==> src/rtl/aes_pkg.sv <==
// Shared AES definitions for the MixColumns engine.
//   GF_POLY      : AES reduction polynomial low byte (x^8 + x^4 + x^3 + x + 1)
//   state_t      : 128-bit AES state; column c = bits [32c:32c+31], row 0 first
//   col_t        : 32-bit column; row 0 byte in [31:24]
//   fsm_state_t  : engine FSM states
package aes_pkg;

  localparam int unsigned STATE_W = 128;
  localparam int unsigned COL_W   = 32;
  localparam int unsigned BYTE_W  = 8;

  localparam logic [BYTE_W-1:0] GF_POLY = 8'h1b;

  typedef logic [0:STATE_W-1] state_t;
  typedef logic [COL_W-1:0]   col_t;

  typedef enum logic [1:0] {
    S_IDLE = 2'd0,
    S_BUSY = 2'd1,
    S_DONE = 2'd2
  } fsm_state_t;

  // Multiply by 02 in GF(2^8).
  function automatic logic [BYTE_W-1:0] xtime(input logic [BYTE_W-1:0] b);
    return {b[BYTE_W-2:0], 1'b0} ^ (b[BYTE_W-1] ? GF_POLY : 8'h00);
  endfunction

  // Multiply by 03 in GF(2^8).
  function automatic logic [BYTE_W-1:0] mul3(input logic [BYTE_W-1:0] b);
    return xtime(b) ^ b;
  endfunction

endpackage

==> src/rtl/mix_column_word.sv <==
// Combinational MixColumns of a single 32-bit column.
//   col_i : input column, row 0 byte in [31:24]
//   col_o : mixed column, same layout
module mix_column_word
  import aes_pkg::*;
(
  input  col_t col_i,
  output col_t col_o
);

  logic [BYTE_W-1:0] b0, b1, b2, b3;

  assign {b0, b1, b2, b3} = col_i;

  // Rows {02 03 01 01}, {01 02 03 01}, {01 01 02 03}, {03 01 01 02}.
  assign col_o = {xtime(b0) ^ mul3(b1)  ^ b2        ^ b3,
                  b0        ^ xtime(b1) ^ mul3(b2)  ^ b3,
                  b0        ^ b1        ^ xtime(b2) ^ mul3(b3),
                  mul3(b0)  ^ b1        ^ b2        ^ xtime(b3)};

endmodule

==> src/rtl/mix_columns_engine.sv <==
// Iterative AES MixColumns engine: accepts a state, mixes LANES columns per
// BUSY cycle in place, then holds the result until downstream takes it.
//   clk, rst            : clock, async active-high reset
//   in_valid/in_ready   : input handshake (ready only in IDLE)
//   in_state, in_bypass : state to mix; bypass passes it through unmixed
//   out_valid/out_ready : output handshake (valid only in DONE)
//   out_state           : internal state register, qualified by out_valid
module mix_columns_engine
  import aes_pkg::*;
#(
  parameter int unsigned LANES = 1
) (
  input  logic             clk,
  input  logic             rst,
  input  logic             in_valid,
  output logic             in_ready,
  input  logic [0:127]     in_state,
  input  logic             in_bypass,
  output logic             out_valid,
  input  logic             out_ready,
  output logic [0:127]     out_state
);

  localparam int unsigned CNT_W = 2;
  localparam logic [CNT_W-1:0] STEP = CNT_W'(LANES);
  localparam logic [CNT_W-1:0] LAST_OFS = CNT_W'(LANES - 1);

  if (LANES != 1 && LANES != 2 && LANES != 4) begin : g_lanes_chk
    $error("mix_columns_engine: LANES must be 1, 2 or 4");
  end

  fsm_state_t       state_q, state_d;
  logic [CNT_W-1:0] cnt_q, cnt_d;
  state_t           st_q, st_d;
  logic             byp_q, byp_d;
  logic             in_ready_q, in_ready_d;
  logic             out_valid_q, out_valid_d;

  logic [CNT_W-1:0] lane_idx [LANES];
  col_t             lane_out [LANES];
  logic [CNT_W-1:0] last_col;

  // One mixer per lane, fed from columns cnt..cnt+LANES-1.
  for (genvar l = 0; l < LANES; l++) begin : g_lane
    assign lane_idx[l] = CNT_W'(cnt_q + CNT_W'(l));
    mix_column_word u_mix (
      .col_i (st_q[{lane_idx[l], 5'd0} +: COL_W]),
      .col_o (lane_out[l])
    );
  end

  assign last_col = CNT_W'(cnt_q + LAST_OFS);

  // Next-state and datapath update.
  always_comb begin
    state_d = state_q;
    cnt_d   = cnt_q;
    st_d    = st_q;
    byp_d   = byp_q;
    case (state_q)
      S_IDLE: begin
        if (in_valid) begin
          st_d    = in_state;
          byp_d   = in_bypass;
          cnt_d   = '0;
          state_d = S_BUSY;
        end
      end
      S_BUSY: begin
        // Bypass keeps the same cycle count but leaves columns untouched.
        if (!byp_q) begin
          for (int unsigned l = 0; l < LANES; l++) begin
            st_d[{lane_idx[l], 5'd0} +: COL_W] = lane_out[l];
          end
        end
        cnt_d = CNT_W'(cnt_q + STEP);
        if (last_col == 2'd3) begin
          state_d = S_DONE;
        end
      end
      S_DONE: begin
        if (out_ready) begin
          state_d = S_IDLE;
        end
      end
      default: state_d = S_IDLE;
    endcase
    in_ready_d  = (state_d == S_IDLE);
    out_valid_d = (state_d == S_DONE);
  end

  // State registers.
  always_ff @(posedge clk or posedge rst) begin
    if (rst) begin
      state_q     <= S_IDLE;
      cnt_q       <= '0;
      st_q        <= '0;
      byp_q       <= 1'b0;
      in_ready_q  <= 1'b1;
      out_valid_q <= 1'b0;
    end else begin
      state_q     <= state_d;
      cnt_q       <= cnt_d;
      st_q        <= st_d;
      byp_q       <= byp_d;
      in_ready_q  <= in_ready_d;
      out_valid_q <= out_valid_d;
    end
  end

  assign in_ready  = in_ready_q;
  assign out_valid = out_valid_q;
  assign out_state = st_q;

endmodule

==> config.mk <==
export PLATFORM = sky130hd
export DESIGN_NAME = mix_columns_engine
export DESIGN_NICKNAME = d
export VERILOG_FILES = /design/src/rtl/aes_pkg.sv /design/src/rtl/mix_column_word.sv /design/src/rtl/mix_columns_engine.sv
export SDC_FILE = /design/constraint.sdc
export NUM_CORES = 1
export LEC_CHECK = 0
export CORE_ASPECT_RATIO = 1.75
export CORE_MARGIN = 1.5
export CORE_UTILIZATION = 42
export CTS_CLUSTER_SIZE = 8
export DETAILED_ROUTE_END_ITERATION = 7
export PLACE_DENSITY_LB_ADDON = 0.12
export SYNTH_ARGS = -nofsm -noshare
export SYNTH_HDL_FRONTEND = slang
export SYNTH_SLANG_ARGS = --single-unit
==> constraint.sdc <==
create_clock -name clk -period 5.35 [get_ports clk]
set_input_delay 1.605 -clock clk [delete_from_list [all_inputs] [get_ports clk]]
set_output_delay 1.605 -clock clk [all_outputs]
set_load 0.02 [all_outputs]
# ---- After elaboration in Yosys (flattened, before gate mapping)
# Cells that the tools add are included.
dict set report word_totals {
  register_bits 135
  input_bits 133
  output_inout_bits 130
}
dict set report op_classes {
  n_mux 14
  n_reduce_logical 6
  bitwise 21
  addsub 2
  n_shift 3
  eq_ne 6
}
# op n
set op_table {}
lappend op_table {{128-bit two-way mux} 2}
lappend op_table {{128-bit case mux with 2 select lines} 1}
lappend op_table {{8-bit bitwise XOR} 19}
lappend op_table {{129-bit by 9-bit variable shift with 128-bit output, first input constant} 1}
lappend op_table {{128-bit by 8-bit indexed part select with 129-bit output} 1}
lappend op_table {{129-bit by 9-bit indexed part select with 128-bit output} 1}
lappend op_table {{128-bit bitwise mux} 1}
lappend op_table {{5-bit two-way mux} 4}
lappend op_table {{8-bit negator with 9-bit output} 1}
lappend op_table {{2-bit two-way mux} 4}
lappend op_table {{7-bit NOT with 8-bit output} 1}
lappend op_table {{8-bit by 5-bit bitwise XOR with 8-bit output} 1}
lappend op_table {{2-bit == test, second input constant} 3}
lappend op_table {{2-bit case mux with 3 select lines} 1}
lappend op_table {{2-bit zero test} 2}
lappend op_table {{2-bit != test, second input constant} 2}
lappend op_table {{2-bit case mux with 2 select lines} 1}
lappend op_table {{2-bit AND reduction} 2}
lappend op_table {{3-bit AND reduction} 1}
lappend op_table {{2-bit by 1-bit adder with 2-bit output, second input constant} 1}
lappend op_table {{2-bit by 1-bit == test with 1-bit output, second input constant} 1}
lappend op_table {{2-bit nonzero test} 1}

# ---- Longest topological paths before layout
dict set report logic_depth {
  depth_word 12
  mapped_depth 10
  depth_no_buf 6
}

# ---- Modules after synthesis
# From an unflattened synthesis, not the netlist that was laid out.
dict set report unflattened {
  cells_unflattened 604
  area_unflattened_um2 8989.9
}
# mod cells_each area_each_um2 instances
set modules_own_cells {}
lappend modules_own_cells {mix_columns_engine 523 7652.3 1}
lappend modules_own_cells {mix_column_word 81 1337.5 1}

# ---- Worst setup path after synthesis
# OpenSTA, ideal clock, no wires.
dict set report synth_path {
  kind {input -> register}
  start {input port in_valid}
  end {register st_q[27] (netlist: out_state[100])}
  arrival_ps 2867
  n_path_buf 2
  path_stages 6
  required_time_ps 5260
  path_slack_ps 2393
  cell_sequence {nand2b_1 a21o_1 or4_1 clkbuf_1 clkbuf_1 o221ai_1}
}
dict set report synth_between {
  elab_chain_cells 2
}
# element line
set synth_rtl {}
lappend synth_rtl {{start, declared} mix_columns_engine.sv:15} ;# input logic in_valid,
lappend synth_rtl {{2-bit != test (no source line)} --}
lappend synth_rtl {{3-bit AND reduction (no source line)} --}
lappend synth_rtl {{end signal, assigned} mix_columns_engine.sv:104} ;# st_q <= st_d;
lappend synth_rtl {{end, declared} mix_columns_engine.sv:34} ;# state_t st_q, st_d;
# Every way passes these cells.
# A chain may end at the register's enable or synchronous reset.

# ---- Worst setup path in the final report
dict set report layout_path {
  start {input port in_valid}
  end {register st_q[78] (netlist: out_state[49])}
}
# The elaborated chain is that of the path after synthesis.

==> impl_results.md <==
- Final #Nets: 1,094
- H-tree lvl count: 4
- Vias in the first global route: around 7,300
- Setup Fix Bufs, Post-CTS: 0
- Effective utilization at floorplan: between 40% and 50%
- Fin Hold WS: 511 ps
- Final Util: between 60% and 70%
- RSZ-0062 raised after global routing: false
- Setup TNS: 0 ps
- First drt pass iteration count: 6
- Crit path max fanout: 26
- Average size of a mapped cell: 11.0 um2
- Cell Rows: 66
- Max Clock Skew: 15.1 ps
- Placed inst area: 0.0108 mm2
- Vias: ~7,100
- Type of origin of the critical path: input port
- Arr. time, crit path: 3730 ps
- Setup ws final: 1930 ps
- Met1 Use GR: 34.3%
- Slew Viols, Final: 0
- Leakage power: approximately 0.0048 uW
- Starting DRT DRC Count: 477
- Critical Path RT: about 5700 ps
- Most frequent cell after synthesis: nand2_1
- Post-DRT Antenna Nets: 0
- Area grow syn2layout: 41.3%
- Cells after Synth: 730
- IR drop worst, VDD: 0.452 mV
- Register area share after synthesis: about two fifths
- GR Util met2: 51.1%
- Fmax achieved: 0.293 GHz
- WL/cell: 23.6 um
- Chip width: 108 um
- Ports: between 200 and 300
- Clock sink count: 135
- Area of the multi-input gates: 0.00440 mm2
- Met3 Use GR: 3.97%
- Post-synth top area share: a little over two fifths
- Syn Nets: 867
- Avg Vias per Cell: 5.91
- Gr ovfl total: 0
- Synthesized area: between 0.008 and 0.009 mm2
- Area contributors post-synth: dfrtp_1 (42%), o221ai_1 (14%), nand2_1 (12%)
- Die area: 0.0201 mm2
- Largest net degree at the start of global routing: between 100 and 150
- Worst Hold Path EP: out_state[35]
- Cts hold-fix bufs: 0
- Worst R2R End: out_state[74]
- CTS tree: yes
- Drt total wl: 28,600 um
- Worst-path clk slew: 60 ps
- Setup crit end kind: register
- Layout cell share with drive strength beyond 1: 9.79%
- Synth Register Bits: 135
- Crit path time final: about 3400 ps
- Worst reg2reg path depth: 5
- Main flop type after synthesis: dfrtp_1
- Synth warnings: 0
- Worst Hold Depth: 2
- Worst Tran Pin Value: 1210 ps
- Core ar.: 0.0187 mm2
- Initial antenna violation count: 1
- I/O Buffers: 262
- Max-Cap Viols: 0
- Register Area: 0.00338 mm2
- Clk_lat worst skew: between 400 and 500 ps
- Root Buffer Master: clkbuf_16
- Gpl congestion: 0.859
- First-pass GRT wire length: 43,100 um
- Worst relative slew slack: 19.5%
- Worst hold-check path type: register to register
- Most instantiated cells after synthesis: nand2_1 (259), dfrtp_1 (134), o221ai_1 (128)
- Ys async rst share: 100%
- Max Root-Sink Buffers: 2
- CP Class: input port to register
- CTS resizes: 0
- Residual DRC count: 0
- Final Instance Area: ~0.011 mm2
- Tcrit/Tclk final: a little under two thirds
- Pre-CTS setup slack: between 1500 and 2000 ps
- Outcome: complete, no violations
- Gr busiest metal: met2
- Setup-failing EPs final: 0
- Fillers: 1,610
- Post-synth EDFFs: 0
- Critical R2R Launch: cnt_q[0]
- Netlist cell types: 30
- Pwr Density: around 900 mW/mm2
- CTS Buf Count: 17
- HP Start: out_state[35]
- Largest area contributor in the netlist: dfrtp_1
- Die Ht: 186 um
- GRT Total Usage: around 29%
- Hpwl dp: 19,800 um
- Final Hold Fails: 0
- R2r setup slk: 2050 ps
- Setup crit start: in_valid
through the flow:
step | power (uW) | std cells
CTS | 9990 | 1208
global route | 10500 | 1209
detailed placement | 8800 | 1176
finish | 9970 | 1209
floorplan | 6490 | 730
global placement | 8760 | 1176
metal layers:
metal,vias to the layer above,share of wire [%],wire (um)
met5,-,0,0
met4,0,4.9,1390
met3,71,6.3,1810
met2,394,53,15200
met1,3521,36,10200
li1,3158,-,-
kinds of logic (layout without fill, tap and decap cells):
kind of cell	count (synthesis)	count (layout)	synth area share (%)
AOI/OAI and AO/OA	140	140	14.9
xor gates and xnor gates	74	74	16.6
adders and majority gates	4	4	0.621
buffers and inverters	70	310	3.65
DFF	135	135	41.9
muxes	33	33	9.08
other	0	1	0
and+or+nand+nor	274	274	13.2
worst max-delay path by stage:
stage / to / slack (ps)
global route: out_state[74] / 1820
CTS: out_state[49] / 1960
floorplan: byp_q / 140
detailed placement: out_state[44] / 1560
finish: out_state[49] / 1930
global placement: out_state[54] / 1600
worst max-delay path: stages:
cell             delay, ps
clkdlybuf4s50_1        480
nand2b_1               160
a21o_2                 240
or4_1                  640
buf_4                  330
o221ai_1               260
flip-flops by register name (all words and copies together) (netlist names):
signal     count
out_state    128
cnt_q          2
state_q        2
byp_q          1
in_ready       1
out_valid      1
cell type report:
type                            count  share of cell area (%)
Timing Repair Buffer              275                    23.9
Sequential cell                   135                    29.7
Inverter                            3                   0.143
Clock buffer                       19                    3.89
Antenna cell                        1                  0.0220
Multi-Input combinational cell    525                    38.6
Clock inverter                     13                    1.10
Tap cell                          238                    2.62
cells in the final DEF (no fill, tap or decap), types with 2 or more instances in the layout:
cell type        synthesis  final
a21o_2                   0      4
nor2_1                   3      3
clkbuf_16                0     17
buf_4                    1     13
or4_1                    2      2
xnor2_1                 14     14
xnor3_1                 38     38
ha_1                     4      4
nand2_1                259    259
clkdlybuf4s50_1          0    262
inv_6                    0      3
clkinv_4                 0      4
xor3_1                   5      5
a21oi_1                  3      3
nand3b_1                 4      4
inv_1                    3      2
nand2b_1                 3      2
dfrtp_1                134    132
o21ai_0                  2      2
xnor2_2                  7      7
clkinvlp_4               0      5
o221ai_1               128    128
xor2_1                   8      8
xnor2_4                  2      2
dfrtp_2                  0      2
nand4_1                  2      2
mux4_2                  32     32
power breakdown:
group	internal, uW	switching [uW]	leakage (uW)
Sequential	1410	431	0.00177
Combinational	3130	3860	0.00278
Clock	656	483	0.000262
Total	5200	4770	0.00481
(Power assumes the default switching activity.)
